--- src/rtl/prefix_logic_pipe_pkg.sv ---
// Shared definitions for the prefix logic pipeline: op encodings and the
// single-bit combine step used by the prefix chain.
package prefix_logic_pipe_pkg;

  localparam logic [1:0] OP_AND  = 2'b00;
  localparam logic [1:0] OP_OR   = 2'b01;
  localparam logic [1:0] OP_XOR  = 2'b10;
  localparam logic [1:0] OP_NAND = 2'b11;

  // NAND runs the AND chain; the inversion is applied to the finished prefix.
  function automatic logic combine(input logic [1:0] op, input logic acc, input logic b);
    logic r;
    case (op)
      OP_OR:   r = acc | b;
      OP_XOR:  r = acc ^ b;
      default: r = acc & b;
    endcase
    return r;
  endfunction

endpackage

--- src/rtl/prefix_logic_comb.sv ---
// Purely combinational prefix reduction: prefix[k] = data[0] op ... op data[k+1].
module prefix_logic_comb
  import prefix_logic_pipe_pkg::*;
#(
  parameter int WIDTH = 3
) (
  input  logic [WIDTH-1:0] data,
  input  logic [1:0]       op,
  output logic [WIDTH-2:0] prefix
);

  logic [WIDTH-2:0] chain;

  always_comb begin
    logic acc;
    chain = '0;
    acc   = data[0];
    for (int k = 0; k < WIDTH - 1; k++) begin
      acc      = combine(op, acc, data[k+1]);
      chain[k] = acc;
    end
    prefix = (op == OP_NAND) ? ~chain : chain;
  end

endmodule

--- src/rtl/prefix_logic_pipe.sv ---
// Prefix logic reduction feeding a DEPTH-stage valid/ready pipeline with
// back-pressure and a saturating count of completed output handshakes.
module prefix_logic_pipe
  import prefix_logic_pipe_pkg::*;
#(
  parameter int WIDTH = 3,
  parameter int DEPTH = 2,
  parameter int CNT_W = 8
) (
  input  logic             clk,
  input  logic             reset_n,
  input  logic             in_valid,
  output logic             in_ready,
  input  logic [WIDTH-1:0] in_data,
  input  logic [1:0]       in_op,
  output logic             out_valid,
  input  logic             out_ready,
  output logic [WIDTH-2:0] out_prefix,
  output logic             out_all,
  output logic [CNT_W-1:0] txn_cnt,
  output logic             busy
);

  // Handshake: a beat moves across any boundary on a clk edge where the
  // sender's valid and the receiver's ready are both high; a sender holds
  // its beat stable until that edge.

  logic [WIDTH-2:0] in_prefix;
  logic [DEPTH-1:0] stg_valid;

  prefix_logic_comb #(.WIDTH(WIDTH)) u_comb (
    .data   (in_data),
    .op     (in_op),
    .prefix (in_prefix)
  );

  for (genvar i = 0; i < DEPTH; i++) begin : stg
    logic             valid_d, valid_q;
    logic [WIDTH-2:0] prefix_d, prefix_q;
    logic             src_valid, next_load, load;
    logic [WIDTH-2:0] src_prefix;

    if (i == 0) begin : g_src
      assign src_valid  = in_valid;
      assign src_prefix = in_prefix;
    end else begin : g_src
      assign src_valid  = stg[i-1].valid_q;
      assign src_prefix = stg[i-1].prefix_q;
    end

    if (i == DEPTH - 1) begin : g_nxt
      assign next_load = out_ready;
    end else begin : g_nxt
      assign next_load = stg[i+1].load;
    end

    // A stage reloads when it is empty or its current beat moves on.
    assign load = ~valid_q | next_load;

    always_comb begin
      valid_d  = valid_q;
      prefix_d = prefix_q;
      if (load) begin
        valid_d = src_valid;
        if (src_valid) prefix_d = src_prefix;
      end
    end

    always_ff @(posedge clk) begin
      if (!reset_n) begin
        valid_q  <= 1'b0;
        prefix_q <= '0;
      end else begin
        valid_q  <= valid_d;
        prefix_q <= prefix_d;
      end
    end

    assign stg_valid[i] = valid_q;
  end

  assign in_ready   = stg[0].load;
  assign out_valid  = stg[DEPTH-1].valid_q;
  assign out_prefix = stg[DEPTH-1].prefix_q;
  assign out_all    = out_prefix[WIDTH-2];
  assign busy       = |stg_valid;

  logic [CNT_W-1:0] txn_cnt_d, txn_cnt_q;

  always_comb begin
    txn_cnt_d = txn_cnt_q;
    if (out_valid && out_ready && (txn_cnt_q != {CNT_W{1'b1}}))
      txn_cnt_d = txn_cnt_q + CNT_W'(1);
  end

  always_ff @(posedge clk) begin
    if (!reset_n) txn_cnt_q <= '0;
    else          txn_cnt_q <= txn_cnt_d;
  end

  assign txn_cnt = txn_cnt_q;

endmodule

--- config.mk ---
export PLATFORM = sky130hd
export DESIGN_NAME = prefix_logic_pipe
export DESIGN_NICKNAME = d
export VERILOG_FILES = /design/src/rtl/prefix_logic_pipe_pkg.sv /design/src/rtl/prefix_logic_comb.sv /design/src/rtl/prefix_logic_pipe.sv
export SDC_FILE = /design/constraint.sdc
export NUM_CORES = 1
export LEC_CHECK = 0
export CORE_UTILIZATION = 45
export CTS_CLUSTER_SIZE = 12
export DETAILED_ROUTE_END_ITERATION = 12
export GPL_ROUTABILITY_DRIVEN = 0
export PLACE_DENSITY = 0.78
export RECOVER_POWER = 25
export SLEW_MARGIN = 20
export SYNTH_ARGS = -nofsm -noshare
export SYNTH_HDL_FRONTEND = slang
export SYNTH_SLANG_ARGS = --single-unit
--- constraint.sdc ---
create_clock -name clk -period 3.9 [get_ports clk]
set_clock_uncertainty 0.1 [all_clocks]
set_input_delay 0.39 -clock clk [delete_from_list [all_inputs] [get_ports clk]]
set_output_delay 0.39 -clock clk [all_outputs]
set_load 0.02 [all_outputs]
## Yosys cells after proc, flatten, opt, wreduce, memory -nomap -nowiden

Index checks and enable logic that the tools add are counted.

- $add $sub $neg: 1
- Eq/ne operators: 4
- Mux-type cells: 3
- Bitwise logic cells: 11
- Reductions and logical operators: 5

Operators by type and width:

| operator | number |
|---|---|
| 8-bit by 1-bit adder with 8-bit output (second input constant) | 1 |
| 8-bit != test (second input constant) | 1 |
| 2-bit == test (second input constant) | 2 |
| 1-bit OR | 4 |
| 1-bit one-hot mux with 2 select lines | 2 |
| 2-bit AND reduction | 2 |
| 1-bit bitwise AND | 2 |
| 2-bit by 1-bit == test with 1-bit output (second input constant) | 1 |
| 1-bit logical AND | 2 |
| 2-bit two-way mux | 1 |
| 1-bit inverter | 2 |
| 2-bit inverter | 1 |
| 2-bit OR reduction | 1 |
| 1-bit XOR | 2 |

- Register bits: 14
- Bits of input ports: 9
- Output and inout port bits: 14
- Word-level logic and storage cells: 29

## Logic depth before layout (Yosys ltp)

Gate-level depths: netlist (run 1).

- Depth after elaboration: 6
- Mapped depth: 10
- Depth with buffers taken out: 10

## By module

From an unflattened synthesis (run 1), not the netlist that was laid out.

- Cells, all modules: 95
- Area total of the unflattened synthesis: 824.5 µm²

By module, submodules not included:

| module | times used | cells each | area an instance (µm²) | seq. area each (µm²) |
|---|---|---|---|---|
| prefix_logic_pipe | 1 | 71 | 625.6 | 280.3 |
| prefix_logic_comb | 1 | 24 | 198.9 | 0.0 |

## Worst setup path before layout (run 1)

No wires, ideal clock.

- Kind: input to register
- Start point: in in_op[0]
- End point: reg stg[0].prefix_q[1]
- Library setup time: 0.128 ns
- Arrival: 1.826 ns
- Required time: 3.672 ns
- Slack: 1.847 ns
- Stages: 10
- Path buffers: 0
- Cells stage by stage: inv_1 > ha_1 > nor2b_1 > a31oi_1 > inv_1 > ha_1 > nand2_1 > a31oi_1 > xnor2_1 > a21oi_1

- Word-level cells in the longest chain between the ends: 6
- Elaborated cells between the ends (all ways): 10
- Classes of those cells: eq/ne: 3; mux: 3; bitwise: 4

Ends and longest elaborated chain:

| what | RTL line | RTL |
|---|---|---|
| from (decl) | prefix_logic_pipe.sv:15 | `input logic [1:0] in_op,` |
| 2-bit == test / 2-bit by 1-bit == test with 1-bit output (equally long branches) | prefix_logic_pipe_pkg.sv:13 | `case (op)` |
| 1-bit one-hot mux with 2 select lines | prefix_logic_pipe_pkg.sv:13 |  |
| 1-bit bitwise AND (tied with other cells) | prefix_logic_pipe_pkg.sv:16 | `default: r = acc & b;` |
| 1-bit one-hot mux with 2 select lines | prefix_logic_pipe_pkg.sv:13 |  |
| 2-bit inverter | prefix_logic_comb.sv:22 | `prefix = (op == OP_NAND) ? ~chain : chain;` |
| 2-bit two-way mux * | prefix_logic_comb.sv:22 |  |
| to (signal assigned) | prefix_logic_pipe.sv:75 | `prefix_q <= prefix_d;` |
| to (decl) | prefix_logic_pipe.sv:39 | `logic [WIDTH-2:0] prefix_d, prefix_q;` |

Mark *: on every way between the ends. The rest lies on a longest branch, timed or not.
A chain may end at the register's enable or synchronous reset.

## Final worst setup path (run 1)

Same ends and word-level chain as after synthesis.

==> impl_metrics.env, run 1 <==
export IMPL_grt_max_degree=16
export IMPL_vias=736
export IMPL_worst_pin_slew_ns=0.663
export IMPL_post_cts_resized=0
export IMPL_gr_total_overflow=0
export IMPL_syn_area_per_cell_sq_um=8.96
export IMPL_num_antenna_cells=0
export IMPL_antenna_found_initial=0
export IMPL_rsz0062_at_grt="no"
export IMPL_end_kind="flop"
export IMPL_max_vdd_ir_drop_mv=0.171
export IMPL_cap_violations=0
export IMPL_critPathMaxFanout=3
export IMPL_drc=0
export IMPL_final_max_slew_violation_count=0
export IMPL_wl_um=1500
export IMPL_max_slew_margin_pct=55.3
export IMPL_max_clock_path_buffers=2
export IMPL_dpl_cell_area_sq_um=1050
export IMPL_firstDrtPassIters=4
export IMPL_grt_pass1_wl_um=2440
export IMPL_final_hold_violation_count=0
export IMPL_grt_util_all_layers_pct=17.3
export IMPL_syn_inst=91
export IMPL_critPathLaunchType="input pin"
export IMPL_fin_setup_tns_ns=0
export IMPL_grt_pass1_vias=630
export IMPL_yosysTopAreaCellShare_pct=34.4
export IMPL_root_buffer="clkbuf_4"
export IMPL_setup_viol=0
export IMPL_fmax_mhz=407
export IMPL_cts_sinks=14
export IMPL_syn_area_sq_um=816
export IMPL_power_density_nw_per_um2=284
export IMPL_postSynthRegisterBits=14
export IMPL_clock_latency_ns=0.28
export IMPL_core_area_sq_um=1710
export IMPL_cts_htree_levels=1
export IMPL_leakagePower_nw=0.461
export IMPL_n_fill_cell=150
export IMPL_min_period_over_period_pct=63.0
export IMPL_viasPerCell=5.26
export IMPL_pin_count=23
export IMPL_crit_slowest_cell="clkdlybuf4s50_1"
export IMPL_numCtsBuffers=3
export IMPL_synth_warnings=0
export IMPL_ant_nets=0
export IMPL_die_w_um=44.6
export IMPL_areaGrowthSynthToFinish_pct=31.6
export IMPL_cts_clk_slew_worst_paths_ns=0.08
export IMPL_synthTopCellsByArea="dfxtp_1 34%, ha_1 12%, inv_1 4.1%, a31oi_1 3.8%, nor2b_1 3.8%"
export IMPL_crit_type="input pin to flop"
export IMPL_design_area_sq_um=1070
export IMPL_ys_seq_area_share_pct=34.4
export IMPL_fp_dieH_um=44.6
export IMPL_io_buffers=22
export IMPL_hpwl_um=1210
export IMPL_dieArea_sq_um=1990
export IMPL_crit_required_ns=3.96
export IMPL_cp_data_arrival_time_ns=2.52
export IMPL_min_path_type="flop to flop"
export IMPL_postCtsHoldBufs=0
export IMPL_synth_nets=108
export IMPL_cts_tree="built"
export IMPL_drt_iter0_drc=8
export IMPL_synth_top_cell_by_area="dfxtp_1"
export IMPL_nets=133
export IMPL_status="finished, final reports clean"
export IMPL_cpPeakStageDelay_ns=0.51
export IMPL_wl_per_cell_um=10.7
export IMPL_post_route_min_period_ns=2.46
export IMPL_synth_distinct_cells=32
export IMPL_cts_setup_buffers=0
export IMPL_crit_path_cell_trace="clkdlybuf4s50_1 > inv_1 > ha_1 > nor2b_1 > a31oi_1 > inv_1 > ha_1 > nand2_1 > a31oi_1 > xnor2_1 > a21oi_1"
export IMPL_start_util_pct=47.8
export IMPL_row_count=15
export IMPL_drive_above_1_share_pct=6.09
## path summary, 6_finish.rpt
check                           startpoint                 end  slack, ns  depth (start not counted)
worst max-delay path              in_op[0]  stg[0].prefix_q[1]       1.44                         11
worst min-delay path            txn_cnt[1]          txn_cnt[1]       0.42                          2
worst max register to register  txn_cnt[0]          txn_cnt[0]       2.12                          5
worst min register to register  txn_cnt[1]          txn_cnt[1]       0.42                          2
## synth_stat cells
cell / count
dfxtp_1: 14
nor2b_1: 5
buf_4: 1
a21o_1: 1
o311ai_4: 1
mux2i_1: 2
xor2_1: 1
nand2_1: 6
ha_1: 8
and3_1: 3
nand4_1: 1
nand3_1: 4
nand3b_1: 1
clkbuf_2: 1
a21oi_1: 3
a31oi_1: 5
nand4b_1: 1
or2_2: 1
o21a_1: 1
a21boi_0: 1
nor3_1: 1
nor3b_1: 2
a311oi_1: 1
nand3_2: 1
o211a_1: 1
o21ai_0: 5
and2_1: 2
inv_1: 9
and2b_2: 1
nor2_1: 1
nand2b_1: 3
xnor2_1: 3
## layout by cell type (no fill, tap or decap), types with 2 or more instances in the layout
cell and count:
clkdlybuf4s50_1 20, dfxtp_1 14, inv_1 9, ha_1 8
nand2_1 6, nor2b_1 5, a31oi_1 5, o21ai_0 5
nand3_1 4, nand2b_1 3, xnor2_1 3, a21oi_1 3
and3_1 3, clkbuf_4 3, and2_1 2, mux2i_1 2
nor3b_1 2, dlygate4sd3_1 2
## registers in the layout, summed over array words and instances, names as in the netlist
name / cells
txn_cnt: 8
stg.prefix_q: 2
out_valid: 1
stg.valid_q: 1
out_prefix: 2
## per-stage QoR
stage / cells / hold WS (ns) / worst slack [ns] / util (%) / total power, W
6_report: 140 / 0.423 / 1.44 / 62.9 / 0.000305
5_1_grt: 140 / 0.463 / 1.29 / 62.9 / 0.000320
4_1_cts: 140 / 0.429 / 1.45 / 63.9 / 0.000311
3_5_place_dp: 136 / 0.408 / 1.14 / 61.8 / 0.000206
3_3_place_gp: 136 / 0.397 / 1.27 / 61.8 / 0.000204
2_1_floorplan: 91 / 0.377 / 1.85 / - / 0.000185
## cell families (layout without fill, tap and decap cells)
family / after synthesis / after routing / share of synthesized area [%]
AOI/OAI and AO/OA: 19 / 19 / 17.0
buffers and inverters: 11 / 35 / 5.67
xor gates and xnor gates: 4 / 4 / 4.30
DFF: 14 / 14 / 34.4
adders and majority gates: 8 / 8 / 12.3
and+or+nand+nor: 33 / 33 / 23.9
muxes: 2 / 2 / 2.45
## report_power, final
group          internal, W  switching [W]  total [W]  leakage [nW]
clock            0.0000568      0.0000470   0.000104        0.0210
combinational    0.0000269      0.0000235  0.0000503         0.326
sequential        0.000147     0.00000347   0.000151         0.114
total             0.000231      0.0000739   0.000305         0.461
## worst max-delay path: cells and delay by family
family / cells / cell delay [ns]
AOI/OAI and AO/OA: 3 / 0.53
xor gates and xnor gates: 1 / 0.14
adders and majority gates: 2 / 0.61
buffers and inverters: 3 / 0.65
and+or+nand+nor: 2 / 0.20
## per-layer routing
| metal | track usage (%) | part of all wire [%] | vias up |
|---|---|---|---|
| met4 | 10.9 | 2.9 | 0 |
| met3 | 3.67 | 5.9 | 6 |
| met1 | 19.6 | 40 | 336 |
| li1 | - | - | 364 |
| met2 | 29.1 | 51 | 30 |
| met5 | 0 | 0 | - |
## final cells by class
cell class	instances	area, sq um	share of cell area [%]
multi-input cells	66	472	43.9
flip-flops and latches	14	280	26.1
repair buffers	22	220	20.5
clock buffers	4	36.3	3.38
inverters	9	33.8	3.15
well taps	25	31.3	2.91
No activity file was read; power rests on OpenSTA's default activity.
==> run 2: changes to the inputs <==
- CORE_UTILIZATION: 45 -> 41
- PLACE_DENSITY: 0.78 -> 0.75
- clock period: 3.9 -> 2.1 ns (I/O delays scaled with it)
==> impl_metrics.env, run 2 (synthesis gave the netlist of run 1 again) <==
export IMPL_cp_data_arrival_time_ns=1.53
export IMPL_final_common_cell="clkdlybuf4s50_1"
export IMPL_cts_tree="built"
export IMPL_setup_viol=0
export IMPL_root_buffer="clkbuf_4"
export IMPL_pin_count=23
export IMPL_io_buffers=22
export IMPL_nets=139
export IMPL_start_util_pct=45.3
export IMPL_final_util_pct=63.5
export IMPL_grt_util_all_layers_pct=17.7
export IMPL_max_clock_path_buffers=2
export IMPL_critPathLaunch="out_ready"
export IMPL_rsz0062_at_grt="no"
export IMPL_fmax_mhz=544
export IMPL_num_antenna_cells=0
export IMPL_firstDrtPassIters=4
export IMPL_numCtsBuffers=3
export IMPL_wl_um=1670
export IMPL_final_max_slew_violation_count=0
export IMPL_post_route_min_period_ns=1.84
export IMPL_power_density_nw_per_um2=508
export IMPL_max_vdd_ir_drop_mv=0.301
export IMPL_die_w_um=46.6
export IMPL_cpMostUsedCell="clkdlybuf4s50_1"
export IMPL_worstRegToRegCells=5
export IMPL_crit_slowest_cell="clkdlybuf4s50_1"
export IMPL_cts_sinks=14
export IMPL_end_kind="primary output"
export IMPL_min_path_type="flop to flop"
export IMPL_timing_rr_start="txn_cnt[0]"
export IMPL_grt_max_degree=16
export IMPL_crit_path_end="in_ready"
export IMPL_status="finished, final reports clean"
export IMPL_crit_required_ns=1.79
export IMPL_postCtsHoldBufs=0
export IMPL_antenna_found_initial=0
export IMPL_viasPerCell=5.13
export IMPL_r2r_end="txn_cnt[0]"
export IMPL_grt_pass1_vias=649
export IMPL_leakagePower_nw=0.522
export IMPL_critPathMaxFanout=4
export IMPL_design_area_sq_um=1140
export IMPL_hpwl_um=1310
export IMPL_layout_setup_ws_ns=0.260
export IMPL_grt_pass1_wl_um=2680
export IMPL_dpl_cell_area_sq_um=1100
export IMPL_core_area_sq_um=1800
export IMPL_dieArea_sq_um=2170
export IMPL_cts_htree_levels=1
export IMPL_ant_nets=0
export IMPL_gr_total_overflow=0
export IMPL_clock_latency_ns=0.27
export IMPL_areaGrowthSynthToFinish_pct=40.2
export IMPL_vias=749
export IMPL_cap_violations=0
export IMPL_r2r_setup_slack_ns=0.29
export IMPL_stdcell_count=146
export IMPL_wl_per_cell_um=11.5
export IMPL_fin_setup_tns_ns=0
export IMPL_row_count=15
export IMPL_crit_path_cell_trace="clkdlybuf4s50_1 > nor2b_1 > nand2_1 > clkdlybuf4s50_1"
export IMPL_max_slew_margin_pct=55.4
export IMPL_cts_clk_slew_worst_paths_ns=0.08
export IMPL_final_hold_violation_count=0
export IMPL_place_inst=142
export IMPL_crit_type="input pin to primary output"
export IMPL_drt_iter0_drc=7
export IMPL_drc=0
export IMPL_cpPeakStageDelay_ns=0.61
export IMPL_worst_pin_slew_ns=0.661
export IMPL_fp_dieH_um=46.6
export IMPL_drive_above_1_share_pct=12.4
export IMPL_final_cell_mix="18 x clkdlybuf4s50_1, 14 x dfxtp_1, 8 x inv_1, 7 x ha_1, 6 x nand2_1"
export IMPL_largest_register_ffs=8
export IMPL_min_period_over_period_pct=87.6
export IMPL_critPathLaunchType="input pin"
export IMPL_place_ws_ns=-0.324
-- run 2: metrics by stage --
step | hold slack (ns) | total power, W
after floorplan | 0.248 | 0.000343
after global placement | 0.401 | 0.000391
after detailed placement | 0.415 | 0.000397
after CTS | 0.432 | 0.000592
after global routing | 0.442 | 0.000613
final | 0.429 | 0.000581
-- run 2: final cells by class --
cell class	count	area [sq um]
clock buffer	4	36.3
fill	174	658
inverter	9	33.8
multi-input combinational	66	490
sequential	14	280
tap	25	31.3
timing repair buffer	28	272
-- run 2: what timing repair did --
item,CTS,global route
pin swaps,3,4
gates resized for setup,1,6
buffers inserted,0,0
endpoints found under the setup margin,1,1
-- run 2: per-layer routing --
layer	up-vias	wire, um	GRT usage (%)
met4	0	19	10.6
met3	2	55	1.18
met1	349	706	20.7
met5	-	0	0
li1	374	-	-
met2	24	893	31.1
-- run 2: how the worst min path moves through the flow --
stage                     cells past startpoint             end               start
after global placement                        2   out_prefix[0]       out_prefix[0]
after detailed placement                      2   out_prefix[0]  stg[0].prefix_q[0]
after global routing                          3  stg[0].valid_q            in_valid
after CTS                                     2      txn_cnt[1]          txn_cnt[1]
after floorplan                               2      txn_cnt[2]             reset_n
final                                         2      txn_cnt[1]          txn_cnt[1]
-- run 2: critical path, delay by kind of cell --
family        cells  cell delay [ns]
simple gates      2             0.17
buf+inv           2             1.15
-- run 2: power by group --
part	total (W)	switching (W)	internal, W
Clock	0.000188	0.0000828	0.000105
Combinational	0.000112	0.0000500	0.0000619
Sequential	0.000281	0.00000674	0.000274
Total	0.000581	0.000140	0.000441
